[src/rtl/vec256_exec_if.sv]
// vec256_exec_if: issue/write-back bundle between the vector issue logic and vec256_exec.
//   master (issuer) drives : start, op[2:0], sew[1:0], rs1[255:0], rs2[255:0], rd_in[4:0]
//   slave  (exec)   drives : busy, we, a3[4:0], wb[255:0], err
interface vec256_exec_if;
    logic         start;
    logic [2:0]   op;
    logic [1:0]   sew;
    logic [255:0] rs1;
    logic [255:0] rs2;
    logic [4:0]   rd_in;
    logic         busy;
    logic         we;
    logic [4:0]   a3;
    logic [255:0] wb;
    logic         err;

    modport master (
        output start, op, sew, rs1, rs2, rd_in,
        input  busy, we, a3, wb, err
    );

    modport slave (
        input  start, op, sew, rs1, rs2, rd_in,
        output busy, we, a3, wb, err
    );
endinterface

[src/rtl/vec256_exec.sv]
// vec256_exec: multi-beat 256-bit SIMD execute stage.
//   Operands are latched on an accepted start, then CHUNK_W bits are computed per cycle
//   (lowest chunk first) into the WB staging register; a one-cycle WE pulse with A3 follows.
//   Ops: ADD, SUB, AND, OR, XOR, MINU, MAXU per element at SEW (8/16/32, 11 -> 32),
//   plus ADDSAT (unsigned saturating add) on OP=111 when VEC_SAT_EN is defined.
//   Without VEC_SAT_EN, OP=111 is illegal: ERR pulses for one cycle and nothing is written.
// Ports:
//   i_clk   : clock, all state on its rising edge
//   i_rst_n : asynchronous active-low reset
//   io_vec  : vec256_exec_if.slave (start/op/sew/rs1/rs2/rd_in in; busy/we/a3/wb/err out)
// Parameter CHUNK_W: bits per beat, 32/64/128/256.
module vec256_exec #(
    parameter int unsigned CHUNK_W = 64
) (
    input  logic          i_clk,
    input  logic          i_rst_n,
    vec256_exec_if.slave  io_vec
);
    localparam int unsigned BEATS = 256 / CHUNK_W;
    localparam int unsigned CNT_W = (BEATS > 1) ? $clog2(BEATS) : 1;
    localparam int unsigned LANES = CHUNK_W / 32;
    localparam logic [CNT_W-1:0] LAST_CNT = CNT_W'(BEATS - 1);

    typedef enum logic [1:0] {StIdle, StExec, StWrite} state_e;

    state_e             r_state;
    logic [CNT_W-1:0]   r_cnt;
    logic [255:0]       r_rs1;
    logic [255:0]       r_rs2;
    logic [2:0]         r_op;
    logic [1:0]         r_sew;
    logic [4:0]         r_rd;
    logic               r_busy;
    logic               r_we;
    logic               r_err;
    logic [4:0]         r_a3;
    logic [255:0]       r_wb;

    logic               w_illegal;
    int unsigned        w_base;
    logic [CHUNK_W-1:0] w_a;
    logic [CHUNK_W-1:0] w_b;
    logic [CHUNK_W-1:0] w_res;

    // One element of the given width; a/b arrive zero-extended, the result is masked to width.
    function automatic logic [31:0] elem_op(input logic [2:0] op, input int unsigned width,
                                            input logic [31:0] a, input logic [31:0] b);
        logic [31:0] mask;
        logic [31:0] r;
`ifdef VEC_SAT_EN
        logic [32:0] sum;
        sum = {1'b0, a} + {1'b0, b};
`endif
        mask = (width == 32) ? 32'hFFFF_FFFF : ((32'd1 << width) - 32'd1);
        case (op)
            3'b000:  r = a + b;
            3'b001:  r = a - b;
            3'b010:  r = a & b;
            3'b011:  r = a | b;
            3'b100:  r = a ^ b;
            3'b101:  r = (a < b) ? a : b;
            3'b110:  r = (a > b) ? a : b;
`ifdef VEC_SAT_EN
            // Carry out of the element means overflow -> saturate to all-ones.
            3'b111:  r = sum[width] ? mask : sum[31:0];
`endif
            default: r = '0;
        endcase
        return r & mask;
    endfunction

    // One 32-bit lane split into elements; nothing propagates between elements.
    function automatic logic [31:0] lane_op(input logic [2:0] op, input logic [1:0] sew,
                                            input logic [31:0] a, input logic [31:0] b);
        logic [31:0] r;
        logic [31:0] t;
        r = '0;
        case (sew)
            2'b00: begin
                for (int i = 0; i < 4; i++) begin
                    t = elem_op(op, 8, {24'd0, a[8*i +: 8]}, {24'd0, b[8*i +: 8]});
                    r[8*i +: 8] = t[7:0];
                end
            end
            2'b01: begin
                for (int i = 0; i < 2; i++) begin
                    t = elem_op(op, 16, {16'd0, a[16*i +: 16]}, {16'd0, b[16*i +: 16]});
                    r[16*i +: 16] = t[15:0];
                end
            end
            default: r = elem_op(op, 32, a, b);
        endcase
        return r;
    endfunction

`ifdef VEC_SAT_EN
    assign w_illegal = 1'b0;
`else
    assign w_illegal = (io_vec.op == 3'b111);
`endif

    assign w_base = 32'(r_cnt) * CHUNK_W;
    assign w_a    = r_rs1[w_base +: CHUNK_W];
    assign w_b    = r_rs2[w_base +: CHUNK_W];

    always_comb begin
        w_res = '0;
        for (int l = 0; l < LANES; l++) begin
            w_res[32*l +: 32] = lane_op(r_op, r_sew, w_a[32*l +: 32], w_b[32*l +: 32]);
        end
    end

    always_ff @(posedge i_clk or negedge i_rst_n) begin
        if (!i_rst_n) begin
            r_state <= StIdle;
            r_cnt   <= '0;
            r_rs1   <= '0;
            r_rs2   <= '0;
            r_op    <= '0;
            r_sew   <= '0;
            r_rd    <= '0;
            r_busy  <= 1'b0;
            r_we    <= 1'b0;
            r_err   <= 1'b0;
            r_a3    <= '0;
            r_wb    <= '0;
        end else begin
            // WE and ERR are single-cycle pulses.
            r_we  <= 1'b0;
            r_err <= 1'b0;
            case (r_state)
                StIdle, StWrite: begin
                    r_state <= StIdle;
                    if (io_vec.start) begin
                        if (w_illegal) begin
                            r_err <= 1'b1;
                        end else begin
                            r_rs1   <= io_vec.rs1;
                            r_rs2   <= io_vec.rs2;
                            r_op    <= io_vec.op;
                            r_sew   <= io_vec.sew;
                            r_rd    <= io_vec.rd_in;
                            r_cnt   <= '0;
                            r_busy  <= 1'b1;
                            r_state <= StExec;
                        end
                    end
                end
                StExec: begin
                    r_wb[w_base +: CHUNK_W] <= w_res;
                    if (r_cnt == LAST_CNT) begin
                        r_state <= StWrite;
                        r_busy  <= 1'b0;
                        r_we    <= 1'b1;
                        r_a3    <= r_rd;
                    end else begin
                        r_cnt <= r_cnt + 1'b1;
                    end
                end
                default: r_state <= StIdle;
            endcase
        end
    end

    assign io_vec.busy = r_busy;
    assign io_vec.we   = r_we;
    assign io_vec.a3   = r_a3;
    assign io_vec.wb   = r_wb;
    assign io_vec.err  = r_err;
endmodule

[src/flat_wrapper.sv]
// flat-port wrapper written by rule: the top's interface ports become plain ports
module vec256_exec_flat 
#(
    parameter int unsigned CHUNK_W = 64
)
  (i_clk, i_rst_n, io_vec_start, io_vec_op, io_vec_sew, io_vec_rs1, io_vec_rs2, io_vec_rd_in, io_vec_busy, io_vec_we, io_vec_a3, io_vec_wb, io_vec_err);
  vec256_exec_if io_vec_i ();
  input  logic i_clk;
  input  logic i_rst_n;
  input wire logic [$bits(io_vec_i.start)-1:0] io_vec_start;
  input wire logic [$bits(io_vec_i.op)-1:0] io_vec_op;
  input wire logic [$bits(io_vec_i.sew)-1:0] io_vec_sew;
  input wire logic [$bits(io_vec_i.rs1)-1:0] io_vec_rs1;
  input wire logic [$bits(io_vec_i.rs2)-1:0] io_vec_rs2;
  input wire logic [$bits(io_vec_i.rd_in)-1:0] io_vec_rd_in;
  output wire logic [$bits(io_vec_i.busy)-1:0] io_vec_busy;
  output wire logic [$bits(io_vec_i.we)-1:0] io_vec_we;
  output wire logic [$bits(io_vec_i.a3)-1:0] io_vec_a3;
  output wire logic [$bits(io_vec_i.wb)-1:0] io_vec_wb;
  output wire logic [$bits(io_vec_i.err)-1:0] io_vec_err;
  assign io_vec_i.start = io_vec_start;
  assign io_vec_i.op = io_vec_op;
  assign io_vec_i.sew = io_vec_sew;
  assign io_vec_i.rs1 = io_vec_rs1;
  assign io_vec_i.rs2 = io_vec_rs2;
  assign io_vec_i.rd_in = io_vec_rd_in;
  assign io_vec_busy = io_vec_i.busy;
  assign io_vec_we = io_vec_i.we;
  assign io_vec_a3 = io_vec_i.a3;
  assign io_vec_wb = io_vec_i.wb;
  assign io_vec_err = io_vec_i.err;
  vec256_exec #(.CHUNK_W(CHUNK_W)) u_core (.i_clk(i_clk), .i_rst_n(i_rst_n), .io_vec(io_vec_i));
endmodule
[config.mk]
export PLATFORM = sky130hd
export DESIGN_NAME = vec256_exec_flat
export DESIGN_NICKNAME = d
export VERILOG_FILES = /design/src/rtl/vec256_exec_if.sv /design/src/rtl/vec256_exec.sv /design/src/flat_wrapper.sv
export SDC_FILE = /design/constraint.sdc
export NUM_CORES = 2
export LEC_CHECK = 0
export BUFFER_PORTS_ARGS = -buffer_cell sky130_fd_sc_hd__buf_2
export CORE_MARGIN = 1.5
export CORE_UTILIZATION = 53
export DETAILED_ROUTE_END_ITERATION = 12
export GPL_TIMING_DRIVEN = 0
export PLACE_DENSITY = 0.76
export SYNTH_ARGS = -nofsm -noshare
export SYNTH_HDL_FRONTEND = slang
export SYNTH_SLANG_ARGS = --single-unit
[constraint.sdc]
create_clock -name i_clk -period 6.18 [get_ports i_clk]
set_input_delay 0.309 -clock i_clk [delete_from_list [all_inputs] [get_ports i_clk]]
set_output_delay 0.309 -clock i_clk [all_outputs]
set_load 0.01 [all_outputs]
==> metrics, run 1 <==
Post-synth EDFFs 0; dpl ws -4210 ps; CTS buffer count 80; vias in the first global route 69,900; Post-Synth Simple-Gate Area 19.9%; Post-DP Area 56,000 um2; H-tree levels 3; gpl congestion 1.14; CTS Buffer Depth 3; post-synthesis adder-cell area fraction 5.97%; fraction of synthesized cell area in xor and xnor cells 1.89%; most frequent cell after synthesis nand2_1; Synth Flop Type dfrtp_1; CTS sink count 790; DP Cell Count 7,976; post-synth top area share 39.4%; num rows 112; commonest cells in the netlist nand2_1, dfrtp_1, clkbuf_1; initial core utilization 53.6%; total congestion overflow 138; largest net degree at the start of global routing 131; Post-DP HPWL 219 mm; top cells by area, synth dfrtp_1, nand2_1, mux4_2, ha_1, a22o_1; Post-Synthesis Cells 5,921; die width 311 um; Seq/Total Area, Yosys 39.4%; global-route wire length before repair 538 mm; FF+latch count, synth 790; largest family of logic cells by synthesized area compound AO/OA/AOI/OAI gates; First Err [ERROR GRT-0116] Global routing finished with congestion. Check the congestion regions in the DRC Viewer.; I/O Buffers 788; Synth cell types 91; Synth Net Count 6,676; Synth Cell Area 50,200 um2; Syn. warnings 0; mux cell area share after synthesis 6.86%; Synth async-reset ratio 100%; CTS root buf clkbuf_16; GRT Resource Usage Total 78.0%; complex-gate fraction of the synthesized area 21.2%; Synth area leader dfrtp_1; Exit stage global routing; Synth Area per Inst 8.48 um2; I/O pins 789; status stopped before the end; die height 311 um
[cell families after synthesis]
kind of cell               after synthesis
DFF                                    790
muxes                                  190
xor gates and xnor gates               108
buffers and inverters                  628
AOI/OAI and AO/OA                     1511
adders and majority gates              230
and+or+nand+nor                       2464
[metrics by stage]
| stage | setup TNS, ps | hold slack, ps |
|---|---|---|
| global placement | -9829520 | 452 |
| detailed placement | -911570 | 407 |
| CTS | -31.1 | 2.37 |
| floorplan | 0 | 13.4 |
[routing by layer]
metal  overflow  GRT usage (%)
met3          2           65.2
met1          9           79.2
met2         66           92.2
met5          2           40.1
met4         59           74.0
[timing repair]
action	4_1_cts
pin swaps	17
endpoints found under the setup margin	256
gates resized for setup	229
cloned	0
setup buffers	23
hold buffers	518
hold endpoints to repair	616
==> run 2: changes to the inputs <==
--- a/config.mk
+++ b/config.mk
@@ -7,10 +7,10 @@
 export LEC_CHECK = 0
 export BUFFER_PORTS_ARGS = -buffer_cell sky130_fd_sc_hd__buf_2
 export CORE_MARGIN = 1.5
-export CORE_UTILIZATION = 53
+export CORE_UTILIZATION = 40
 export DETAILED_ROUTE_END_ITERATION = 12
 export GPL_TIMING_DRIVEN = 0
-export PLACE_DENSITY = 0.76
+export PLACE_DENSITY_LB_ADDON = 0.15
 export SYNTH_ARGS = -nofsm -noshare
 export SYNTH_HDL_FRONTEND = slang
 export SYNTH_SLANG_ARGS = --single-unit
==> constraint.sdc (replaced) <==
create_clock -name i_clk -period 8 [get_ports i_clk]
set_input_delay 0.4 -clock i_clk [delete_from_list [all_inputs] [get_ports i_clk]]
set_output_delay 0.4 -clock i_clk [all_outputs]
set_load 0.01 [all_outputs]
==> metrics, run 2 <==
hold path startpoint io_vec_rs2[228]; synthesis-to-finish area growth 29.7%; DR DRC count 0; most common cell after layout, fill and taps aside nand2_1; Synth Cell Area 50,200 um2 (unchanged); required time worst endpoint 8590 ps; failing checks max-capacitance violations, max-slew violations, negative setup slack; Worst EP arrival 8770 ps; layout cells sized above 1 16.6%; cell family with most CP delay compound AO/OA/AOI/OAI gates; Post-Synthesis Cells 5,921 (unchanged); commonest cells in the netlist nand2_1, dfrtp_1, clkbuf_1; post-route ant nets 0; CTS root buf clkbuf_16; wirelength, routed 311 mm; slowest stage cell on the critical path dfrtp_1; crit path buf inv count 5; nets 8,093; PnR worst setup slack -177 ps; Critical Path Max Stage Delay 650 ps; Synth area leader dfrtp_1; CTS sink count 790 (unchanged); crit path launch type flop; Synth Net Count 6,676 (unchanged); drt via density 6.44; crit share post-route 102%; Post-synth EDFFs 0 (unchanged); FF+latch count, synth 790 (unchanged); global-route wire length before repair 426 mm; vias in the first global route 56,100; final hold vios 0; CTS Buffer Depth 3 (unchanged); CP most frequent cell clkbuf_2; GRT Resource Usage Total 47.3%; most frequent cell after synthesis nand2_1; commonest cells after routing, fill and taps aside nand2_1, buf_2, dfrtp_1; class of the worst hold path input port to flop; die height 357 um (+15%); core area 124,000 um2; die width 357 um (+15%); Post-DP Area 56,600 um2 (+1.1%); initial core utilization 40.4% (-13 points); Syn. warnings 0 (unchanged); CTS buffer count 86 (+7.5%); fin. max-slew vios 219; Reg clk slew, reported paths 60 ps; Final Setup Violations 71; Slew headroom -16.3%; TNS Setup -5560 ps; status finished, violations left; Synth Flop Type dfrtp_1; Synth async-reset ratio 100% (unchanged); drt first-iter violations 8,675; Synth cell types 91 (unchanged); Period minus WS final 8180 ps; Setup CP Type flop to flop; RSZ-0062 raised after global routing true; crit path from u_core.r_cnt[1]$_DFFE_PN0P_; Design Area, Final 65,100 um2; Fin Clk Skew 79.1 ps; largest net degree at the start of global routing 117; gpl congestion 1.09 (-4.1%); worst-path maximum fanout 10; Synth Area per Inst 8.48 um2 (unchanged); Worst-Margin Slew 1740 ps; Max-cap violations 22; dpl ws -3140 ps (+1070 ps); total congestion overflow 0; Critical Path Sink Type flop; H-tree levels 3 (unchanged); die area 128,000 um2; Post-DP HPWL 231 mm (+5.6%); CTS tree built; top cells by area, synth dfrtp_1, nand2_1, mux4_2, ha_1, a22o_1; worst path cell trace clkbuf_2 -> clkdlybuf4s15_2 -> clkbuf_2 -> mux2i_1 -> nand2_1 -> o21ai_1 -> ha_1 -> clkbuf_1 -> nor4_1 -> and2_0 -> nand3_1 -> a2bb2oi_2 -> nor2_2 -> o22ai_1 -> clkbuf_2 -> a221oi_1 -> a211o_1 -> o21ai_0; Seq/Total Area, Yosys 39.4% (unchanged); I/O Buffers 788 (unchanged); Crit Reg-Reg Startpoint u_core.r_cnt[1]$_DFFE_PN0P_; Highest Clock Rate 0.122 GHz; drt first pass iters 10; num rows 129 (+15%); initial antenna violation count 22; vias post-DR 58,300; I/O pins 789 (unchanged); worst-skew pair later-pin latency 750 ps; Avg WL per Cell 34.3 um; post-synth top area share 39.4% (unchanged)
==> run 2: cell counts after synthesis <==
No cell type changed its count.
==> run 2: path summary, 6_finish.rpt <==
| check | end | slack, ps | cells past startpoint |
|---|---|---|---|
| max in group asynchronous | u_core.r_rs1[222]$_DFFE_PN0P_ | 4820 | 7 |
| worst min register to register | u_core.r_rs1[238]$_DFFE_PN0P_ | 470 | 2 |
| worst max register to register | u_core.io_vec.wb[24]$_DFFE_PN0P_ | -180 | 18 |
| worst min-delay path | u_core.r_rs2[228]$_DFFE_PN0P_ | 9 | 3 |
| min in group asynchronous | u_core.io_vec.wb[51]$_DFFE_PN0P_ | 190 | 2 |
| worst max-delay path | u_core.io_vec.wb[24]$_DFFE_PN0P_ | -180 | 18 |
==> run 2: per-stage QoR <==
step,util [%],hold slack [ps],std cells
after detailed placement,45.6,371,8365
after global placement,45.3,453,8346
final,52.4,8.88,9052
after CTS,52.3,2.06,9034
after global routing,52.4,15.9,9045
after floorplan,-,104,5921
==> run 2: cell type report <==
cell class / instances / area [um2]
antenna: 13 / 32.5
buffer: 424 / 1740
clock buffer: 125 / 2530
clock inverter: 27 / 407
fill: 11700 / 59000
inverter: 204 / 771
multi-input combinational: 4503 / 28300
sequential: 790 / 19800
tap: 1637 / 2050
timing repair buffer: 1329 / 9510
==> run 2: logic make-up after synthesis <==
kind of cell	Yosys count	synth area share, %
buffers and inverters	628	4.78
adder cells (fa/ha/maj)	230	5.97
multiplexers	190	6.86
AND/OR/NAND/NOR	2464	19.9
XOR/XNOR	108	1.88
flip-flops	790	39.4
AO/OA/AOI/OAI	1511	21.2
==> run 2: repair_timing <==
item                                   4_1_cts  5_1_grt
buffers inserted                             2        4
resized for setup                           71       16
hold buffers                               515        0
setup endpoints to repair                  256      192
pin swaps                                    2        1
endpoints found under the hold margin      572        0
==> run 2: per-layer routing <==
layer / vias up / GRT usage [%] / wire length [um]
met1: 28600 / 58.6 / 114000
met3: 1309 / 13.3 / 37600
met2: 4654 / 70.1 / 131000
met4: 10 / 35.3 / 27600
met5: - / 0 / 73
li1: 23800 / - / -
==> run 2: worst register-to-register path, stage by stage (launching register included) <==
cell	delay, ps
dfrtp_1	650
clkbuf_2	580
clkdlybuf4s15_2	600
clkbuf_2	530
mux2i_1	260
nand2_1	70
o21ai_1	640
ha_1	410
clkbuf_1	230
nor4_1	610
and2_0	380
nand3_1	370
a2bb2oi_2	360
nor2_2	540
o22ai_1	310
clkbuf_2	350
a221oi_1	420
a211o_1	590
o21ai_0	190
Power of run 2 is not shown: default switching activity piles up to over one toggle a cycle in this logic, so the estimate is an artifact.
